**src/rtl/ppm16_pkg.sv**
```systemverilog
`default_nettype none
// ============================================================================
//  Module      : ppm16_pkg
//  Description : Shared types and constants for the 16-ary PPM modulator:
//                FSM state encoding, chips per symbol, preamble symbols.
//  Revision    : 1.0 - initial release
// ============================================================================
package ppm16_pkg;

   typedef enum logic [1:0] {
      ST_IDLE     = 2'd0,
      ST_PREAMBLE = 2'd1,
      ST_HEADER   = 2'd2,
      ST_DATA     = 2'd3
   } ppm_state_t;

   localparam int         SYMBOL_CHIPS = 16;
   localparam logic [3:0] PRE_SYM_EVEN = 4'h0;
   localparam logic [3:0] PRE_SYM_ODD  = 4'hF;

   // Preamble alternates 0,F,0,F,... starting with symbol index 0
   function automatic logic [3:0] preamble_sym(input logic [7:0] k);
      return k[0] ? PRE_SYM_ODD : PRE_SYM_EVEN;
   endfunction

endpackage
`default_nettype wire

```
**src/rtl/ppm16_chip_gen.sv**
```systemverilog
`default_nettype none
// ============================================================================
//  Module      : ppm16_chip_gen
//  Description : Sample/chip position counters and the registered pulse
//                compare that produces the PPM chip-sample stream.
//                Optional macro PPM16_MOD_GUARD_EN adds a blank guard chip
//                after the 16 data chips of every symbol.
//  Revision    : 1.0 - initial release
// ============================================================================
module ppm16_chip_gen
   import ppm16_pkg::*;
#(
   parameter int CHIP_BITS = 4
) (
   input  logic       clk,
   input  logic       reset,
   input  logic       i_start,      // restart position at chip 0 sample 0
   input  logic       i_run,        // current cycle belongs to a symbol
   input  logic       i_nxt_active, // next cycle belongs to a symbol
   input  logic [3:0] i_nxt_sym,    // symbol value of the next cycle
   input  logic       i_nxt_blank,  // next cycle's symbol carries no pulse
   output logic       o_sym_end,    // current cycle is the last of its symbol
   output logic       o_dout
);

   localparam int            SW            = (CHIP_BITS > 1) ? $clog2(CHIP_BITS) : 1;
   localparam logic [SW-1:0] C_LAST_SAMPLE = SW'(CHIP_BITS - 1);
`ifdef PPM16_MOD_GUARD_EN
   // Chip index 16 is the guard chip; it never matches a 4-bit symbol
   localparam logic [4:0]    C_LAST_CHIP   = 5'(SYMBOL_CHIPS);
`else
   localparam logic [4:0]    C_LAST_CHIP   = 5'(SYMBOL_CHIPS - 1);
`endif

   logic [SW-1:0] r_sample;
   logic [SW-1:0] w_nxt_sample;
   logic [4:0]    r_chip;
   logic [4:0]    w_nxt_chip;
   logic          r_dout;
   logic          w_chip_end;

   assign w_chip_end = (r_sample == C_LAST_SAMPLE);
   assign o_sym_end  = i_run && w_chip_end && (r_chip == C_LAST_CHIP);
   assign o_dout     = r_dout;

   // Next position: advance sample, then chip, wrapping at symbol end
   always_comb begin
      w_nxt_sample = '0;
      w_nxt_chip   = '0;
      if (i_run && !i_start) begin
         if (!w_chip_end) begin
            w_nxt_sample = r_sample + 1'b1;
            w_nxt_chip   = r_chip;
         end else if (r_chip != C_LAST_CHIP) begin
            w_nxt_chip   = r_chip + 5'd1;
         end
      end
   end

   // Position registers and registered pulse compare on the next position
   always_ff @(posedge clk or posedge reset) begin
      if (reset) begin
         r_sample <= '0;
         r_chip   <= '0;
         r_dout   <= 1'b0;
      end else begin
         r_sample <= w_nxt_sample;
         r_chip   <= w_nxt_chip;
         r_dout   <= i_nxt_active && !i_nxt_blank && (w_nxt_chip == {1'b0, i_nxt_sym});
      end
   end

endmodule
`default_nettype wire

```
**src/rtl/ppm16_mod.sv**
```systemverilog
`default_nettype none
// ============================================================================
//  Module      : ppm16_mod
//  Description : 16-ary pulse-position modulator. Sends preamble, a two-
//                symbol length header and data_len data symbols pulled from
//                a valid/ready input. Missing data produces a blank symbol
//                and sets a sticky underflow flag.
//                Optional macro PPM16_MOD_GUARD_EN: one guard chip per symbol.
//  Revision    : 1.0 - initial release
// ============================================================================
module ppm16_mod
   import ppm16_pkg::*;
#(
   parameter int CHIP_BITS    = 4,
   parameter int PREAMBLE_LEN = 8
) (
   input  logic       clk,
   input  logic       reset,
   input  logic       tx_start,
   input  logic [7:0] data_len,
   input  logic [3:0] din,
   input  logic       din_valid,
   output logic       din_ready,
   output logic       dout,
   output logic       busy,
   output logic       done,
   output logic       underflow
);

   localparam logic [7:0] C_LAST_PRE = 8'(PREAMBLE_LEN - 1);

   ppm_state_t r_state, w_state_nxt;
   logic [7:0] r_cnt, w_cnt_nxt;
   logic [7:0] r_len, w_len_nxt;
   logic [3:0] r_sym, w_sym_nxt;
   logic       r_blank, w_blank_nxt;
   logic       r_done, w_done_nxt;
   logic       r_underflow, w_underflow_nxt;
   logic       w_start;
   logic       w_sym_end;
   logic       w_last_pre;
   logic       w_last_data;
   logic [3:0] w_data_sym;
   logic       w_data_blank;

   assign w_last_pre   = (r_cnt == C_LAST_PRE);
   assign w_last_data  = (r_cnt == (r_len - 8'd1));
   assign w_data_sym   = din_valid ? din : 4'h0;
   assign w_data_blank = !din_valid;

   // Ready only in the final cycle of a symbol that is followed by data
   assign din_ready = w_sym_end &&
                      (((r_state == ST_HEADER) && (r_cnt == 8'd1) && (r_len != 8'd0)) ||
                       ((r_state == ST_DATA) && !w_last_data));

   assign busy      = (r_state != ST_IDLE);
   assign done      = r_done;
   assign underflow = r_underflow;

   // Next-state logic: sequence preamble, header and data symbols
   always_comb begin
      w_state_nxt     = r_state;
      w_cnt_nxt       = r_cnt;
      w_len_nxt       = r_len;
      w_sym_nxt       = r_sym;
      w_blank_nxt     = r_blank;
      w_done_nxt      = 1'b0;
      w_underflow_nxt = r_underflow;
      w_start         = 1'b0;
      if (din_ready && !din_valid) begin
         w_underflow_nxt = 1'b1;
      end
      unique case (r_state)
         ST_IDLE: begin
            if (tx_start) begin
               w_start         = 1'b1;
               w_state_nxt     = ST_PREAMBLE;
               w_cnt_nxt       = 8'd0;
               w_len_nxt       = data_len;
               w_sym_nxt       = preamble_sym(8'd0);
               w_blank_nxt     = 1'b0;
               w_underflow_nxt = 1'b0;
            end
         end
         ST_PREAMBLE: begin
            if (w_sym_end) begin
               if (w_last_pre) begin
                  w_state_nxt = ST_HEADER;
                  w_cnt_nxt   = 8'd0;
                  w_sym_nxt   = r_len[7:4];
               end else begin
                  w_cnt_nxt   = r_cnt + 8'd1;
                  w_sym_nxt   = preamble_sym(r_cnt + 8'd1);
               end
            end
         end
         ST_HEADER: begin
            if (w_sym_end) begin
               if (r_cnt == 8'd0) begin
                  w_cnt_nxt   = 8'd1;
                  w_sym_nxt   = r_len[3:0];
               end else if (r_len == 8'd0) begin
                  w_state_nxt = ST_IDLE;
                  w_cnt_nxt   = 8'd0;
                  w_sym_nxt   = 4'h0;
                  w_done_nxt  = 1'b1;
               end else begin
                  w_state_nxt = ST_DATA;
                  w_cnt_nxt   = 8'd0;
                  w_sym_nxt   = w_data_sym;
                  w_blank_nxt = w_data_blank;
               end
            end
         end
         ST_DATA: begin
            if (w_sym_end) begin
               if (w_last_data) begin
                  w_state_nxt = ST_IDLE;
                  w_cnt_nxt   = 8'd0;
                  w_sym_nxt   = 4'h0;
                  w_blank_nxt = 1'b0;
                  w_done_nxt  = 1'b1;
               end else begin
                  w_cnt_nxt   = r_cnt + 8'd1;
                  w_sym_nxt   = w_data_sym;
                  w_blank_nxt = w_data_blank;
               end
            end
         end
         default: begin
            w_state_nxt = ST_IDLE;
         end
      endcase
   end

   // State, counters and status flags
   always_ff @(posedge clk or posedge reset) begin
      if (reset) begin
         r_state     <= ST_IDLE;
         r_cnt       <= 8'd0;
         r_len       <= 8'd0;
         r_sym       <= 4'h0;
         r_blank     <= 1'b0;
         r_done      <= 1'b0;
         r_underflow <= 1'b0;
      end else begin
         r_state     <= w_state_nxt;
         r_cnt       <= w_cnt_nxt;
         r_len       <= w_len_nxt;
         r_sym       <= w_sym_nxt;
         r_blank     <= w_blank_nxt;
         r_done      <= w_done_nxt;
         r_underflow <= w_underflow_nxt;
      end
   end

   ppm16_chip_gen #(
      .CHIP_BITS (CHIP_BITS)
   ) u_chip_gen (
      .clk          (clk),
      .reset        (reset),
      .i_start      (w_start),
      .i_run        (busy),
      .i_nxt_active (w_state_nxt != ST_IDLE),
      .i_nxt_sym    (w_sym_nxt),
      .i_nxt_blank  (w_blank_nxt),
      .o_sym_end    (w_sym_end),
      .o_dout       (dout)
   );

endmodule
`default_nettype wire

```
**config.mk**
```make
export PLATFORM = sky130hd
export DESIGN_NAME = ppm16_mod
export DESIGN_NICKNAME = d
export VERILOG_FILES = /design/src/rtl/ppm16_pkg.sv /design/src/rtl/ppm16_chip_gen.sv /design/src/rtl/ppm16_mod.sv
export SDC_FILE = /design/constraint.sdc
export NUM_CORES = 1
export LEC_CHECK = 0
export ABC_CLOCK_PERIOD_IN_PS = 2600
export CAP_MARGIN = 40
export CORE_UTILIZATION = 50
export CTS_CLUSTER_SIZE = 8
export DETAILED_ROUTE_END_ITERATION = 8
export DONT_BUFFER_PORTS = 1
export GPL_TIMING_DRIVEN = 0
export HOLD_SLACK_MARGIN = 0.02
export PLACE_DENSITY_LB_ADDON = 0.2
export SETUP_SLACK_MARGIN = 0.1
export SYNTH_ARGS = -nofsm -noshare
export SYNTH_HDL_FRONTEND = slang
export SYNTH_SLANG_ARGS = --single-unit
```
**constraint.sdc**
```tcl
create_clock -name clk -period 2.6 [get_ports clk]
set_input_delay 0.65 -clock clk [delete_from_list [all_inputs] [get_ports clk]]
set_output_delay 0.65 -clock clk [all_outputs]
set_load 0.02 [all_outputs]
```
# Word-level counts from Yosys, hierarchy flattened
# Cells that the tools add are included.
# W data, S select, Z words.
[op_classes]
add_sub_neg = 4
mul = 0
n_div = 0
order_cmp = 0
eq_ne = 14
n_shift = 0
mux = 51
bitwise_logic = 0
n_reduce_logical = 23
[ops]
columns = ["cell", "n"]
rows = [
  ["$mux W8", 6],
  ["$mux W4", 10],
  ["$pmux W8 S4", 1],
  ["$mux W2", 10],
  ["$mux W1", 17],
  ["$logic_not A8 Y1", 2],
  ["$pmux W4 S4", 1],
  ["$mux W5", 3],
  ["$logic_and A1 B1 Y1", 10],
  ["$add A8 B1 Y8 const B", 1],
  ["$eq A8 B1 Y1 const B", 1],
  ["$eq A8 B3 Y1 const B", 1],
  ["$eq A8 B8 Y1", 1],
  ["$ne A2 B2 Y1 const B", 4],
  ["$pmux W2 S4", 1],
  ["$reduce_bool A8 Y1", 1],
  ["$sub A8 B1 Y8 const B", 1],
  ["$eq A2 B2 Y1 const B", 3],
  ["$add A5 B1 Y5 const B", 1],
  ["$eq A5 B4 Y1", 1],
  ["$eq A5 B4 Y1 const B", 1],
  ["$ne A5 B4 Y1 const B", 1],
  ["$logic_not A1 Y1", 4],
  ["$reduce_and A4 Y1", 1],
  ["other kinds (8)", 9],
]
[totals]
ff_bits = 33
latchBits = 0
ramBits = 0
mem_bits_ro = 0
elab_cells = 102
memories = 0

# Depth between registers and ports, before layout
[logic_depth]
word_depth = 10
depth_mapped = 10
ltp_nobuf = 10

# Cells and area by module
# From an unflattened synthesis, not the netlist that was laid out.
[unflattened]
hier_cells = 256
area_unflattened_um2 = 2343.5
[by_module_without_submodules]
columns = ["mod", "n_inst", "cells_each", "area_each_um2"]
rows = [
  ["ppm16_mod", 1, 206, 1831.8],
  ["ppm16_chip_gen", 1, 50, 511.7],
]

# Least setup slack after synthesis
# Ideal clock, no wire load.
[synth_path]
kind = "reg2out"
startpoint = "reg r_len[0]"
endpoint = "out din_ready"
arrival_ps = 1885
path_slack_ps = 65
path_stages_with_launch = 8
path_buffers = 0
path_cell_list = "dfrtp_1 inv_1 ha_1 nand2_1 or4_4 a211oi_4 o21ai_0 nor2b_1"
[synth_between]
elab_chain_len = 6
elab_cells_between_ends = 8
classes_between = "add/sub (1); eq/ne (1); reduce/logical (6)"
[synth_rtl]
columns = ["element", "line", "rtl"]
rows = [
  ["start: declaration", "ppm16_mod.sv:34", "logic [7:0] r_len, w_len_nxt;"],
  ["start signal: assignment", "ppm16_mod.sv:149", "r_len <= w_len_nxt;"],
  ["$sub A8 B1 Y8", "ppm16_mod.sv:47", "assign w_last_data = (r_cnt == (r_len - 8'd1));"],
  ["$eq A8 B8 Y1", "ppm16_mod.sv:47", ""],
  ["$logic_not A1 Y1", "ppm16_mod.sv:54", "((r_state == ST_DATA) && !w_last_data));"],
  ["$logic_and A1 B1 Y1", "ppm16_mod.sv:54", ""],
  ["$logic_or A1 B1 Y1 *", "ppm16_mod.sv:53", "(((r_state == ST_HEADER) && (r_cnt == 8'd1) && (r_len != 8'd0)) ||"],
  ["$logic_and A1 B1 Y1 *", "ppm16_mod.sv:52", "assign din_ready = w_sym_end &&"],
  ["end: declaration", "ppm16_mod.sv:23", "output logic din_ready,"],
]
# Every way passes the cells marked *; elsewhere a longest branch is shown, timed or not.

# Worst setup path after layout
[layout_path]
startpoint = "reg r_len[4]"
endpoint = "out din_ready"
# The elaborated chain is that of the path after synthesis.

==> flow_metrics.tcl <==
set metrics [dict create \
    cts_buffers 5 \
    synthesis.nets 282 \
    fin_crit_ns 2.63 \
    drive_gt1_share_pct 24.6 \
    dp_hpwl_mm 3.88 \
    layout_commonest_cell "dfrtp_1" \
    finish.net_count 302 \
    htreeDepth 2 \
    worstSetupPathType "register to output pin" \
    first_pass_iters 4 \
    total_leakage_power_nw 1.16 \
    track_usage_pct 24.2 \
    core_um2 4410 \
    period_share_pct 101 \
    fmax_ghz 0.380 \
    crit_fanout 4 \
    grt_pass1_wl_mm 9.39 \
    ff2ff_path_depth 8 \
    antenna_found_initial 0 \
    clk_latency_ns 0.29 \
    seq_area_frac_synth_pct 35.4 \
    clock-skew-final_ns 0.00255 \
    vias_per_cell 6.00 \
    worst-path-stages 5 \
    wl_per_cell_um 16.6 \
    status "finished with violations" \
    via_count 1992 \
    place.gp.congestion 0.896 \
    setup-violations-final 1 \
    die_area_um2 4950 \
    critPathLaunchType "register" \
    grt_max_degree 21 \
    arrival_ns 1.98 \
    worst_slew_pin_slew_ns 0.664 \
    synthCells 259 \
    crit_path_top_delay_cell "or4_4" \
    critPathCaptureType "output pin" \
    violations "negative setup slack" \
    drt-initial-drc-count 172 \
    slew_viol_final 0 \
    cts_tree "built" \
    clkSinkCount 33 \
    yosysTopAreaCell "dfrtp_1" \
    min_path_type "input port to async pin" \
    crit_buf_inv 0 \
    rows 24 \
    synth.area.top_cells "dfrtp_1 35%, o21ai_0 5.8%, nand2_1 4.2%" \
    start_util_pct 52.9 \
    ys_warn_count 0 \
    rsz0062_at_grt "true" \
    floorplan.io_pins 21 \
    cts_root_buf "clkbuf_8" \
    powerDensity_nw_per_um2 751 \
    async_reset_ff_share_pct 100 \
    hold_viol 0 \
    finalWirelength_mm 5.51 \
    path_clk_slew_ns 0.07 \
    ir_worst_vdd_uv 500 \
    area_growth_pct 14.5 \
    cts_buffer_depth 2 \
    required_ns 1.95 \
    synth_flop_cell "dfrtp_1" \
    ys_ff_latch 33 \
    final_cell_mix "27 x dfrtp_1, 26 x nand2_1, 25 x o21ai_0" \
    drc 0 \
    synth_cell_type_count 58 \
    cpLargestDelayFamily "simple AND/OR/NAND/NOR gates" \
    grt-ovfl-total 0 \
    die_y_um 70.4 \
    slowest_delay_ns 0.52 \
    final_core_util_pct 60.6 \
    io_buffers 0 \
    ant_nets 0 \
    synth-edff-count 0 \
    nFillCells 394 \
    fin_ws_ns -0.0304 \
    synthesis.area_um2 2340 \
    power_w 0.00201 \
    path_cells "xnor2_1 > or4_4 > a211oi_4 > o21ai_2 > nor2b_4" \
    insertedDiodeCount 0 \
    max_cap_violations 0 \
    grt_pass1_vias 1920 \
    synth_top_area_share_pct 35.4 \
    fin_setup_tns_ns -0.0304 \
    synth_area_per_cell_um2 9.02 \
    relSlewSlack_pct 55.7 \
    die_width_um 70.4 \
]
[worst paths after layout]
path | start | endpoint | slack, ns
hold / removal | reset | r_cnt[7]$_DFFE_PP0P_ | 0.32
setup / recovery | r_len[4]$_DFFE_PP0P_ | din_ready | -0.03
hold reg to reg | u_chip_gen.r_sample[0]$_DFF_PP0_ | u_chip_gen.r_sample[0]$_DFF_PP0_ | 0.45
min in group clk | tx_start | underflow$_DFF_PP0_ | 0.44
setup reg to reg | r_len[4]$_DFFE_PP0P_ | u_chip_gen.o_dout$_DFF_PP0_ | 0.07
max in group asynchronous | reset | r_len[0]$_DFFE_PP0P_ | 1.76
[registers in the layout (all words and copies together) (netlist names)]
name,flops
r_blank,1
u_chip_gen.o_dout,1
underflow,1
r_sym,4
u_chip_gen.r_sample,2
u_chip_gen.r_chip,5
done,1
r_cnt,8
r_state,2
r_len,8
[layer usage]
metal	vias up	global-route usage, %	share of wire [%]
li1	980	-	-
met1	959	34.5	48
met2	49	37.0	47
met3	4	3.90	4.5
met4	0	8.44	0.76
met5	-	0	0
[logic make-up after synthesis]
group | Yosys count | share of synthesized area [%]
muxes | 6 | 2.89
buffers and inverters | 28 | 7.34
DFF | 33 | 35.4
AOI/OAI and AO/OA | 78 | 22.1
adders and majority gates | 8 | 4.18
and+or+nand+nor | 90 | 22.1
xor gates and xnor gates | 16 | 6.00
[synth_stat cells, drive strengths merged (2+ instances only)]
library cell  instances
o31a                  3
dfrtp                33
a21o                  5
nand3                 6
mux2                  6
o22ai                 2
o211ai                2
o31ai                 3
and4                  2
and3                  7
a22o                  2
nor2                 13
xnor2                 9
buf                   4
nor4                  4
o21ai                28
o21bai                2
nor2b                 4
a211o                 2
xor2                  7
and2                  4
nand2                26
a21oi                16
ha                    7
clkbuf                8
inv                  16
nand4                 6
a31oi                 5
nor3                 10
[final cells by class]
| class | count | area (um2) | area share (%) |
|---|---|---|---|
| well taps | 52 | 65.1 | 2.43 |
| flip-flops and latches | 33 | 833 | 31.2 |
| repair buffers | 13 | 130 | 4.86 |
| inverters | 16 | 62.6 | 2.34 |
| plain buffers | 12 | 111 | 4.16 |
| multi-input cells | 198 | 1390 | 52.0 |
| clock inverters | 2 | 10.0 | 0.374 |
| clock buffers | 6 | 72.6 | 2.71 |
[where the power goes]
part	leakage (nW)	internal (W)	switching [W]	total, W
combinational	0.711	0.000402	0.000411	0.000813
sequential	0.406	0.000654	0.000166	0.000820
clock	0.0450	0.000185	0.000190	0.000375
total	1.16	0.00124	0.000767	0.00201
[through the flow]
step	hold WS [ns]	cells	worst slack [ns]	area, um2
finish	0.321	332	-0.0304	2680
floorplan	0.413	259	0.106	2340
global placement	0.429	311	-0.171	2400
CTS	0.341	331	-0.0372	2650
detailed placement	0.446	312	-0.169	2430
global route	0.373	332	-0.122	2680
[repair_timing]
item / 4_1_cts / 5_1_grt
pin swaps: 5 / 3
endpoints found under the setup margin: 4 / 3
hold buffers: 0 / 0
resized for setup: 16 / 4
buffers inserted: 11 / 1
(Power assumes the default switching activity.)
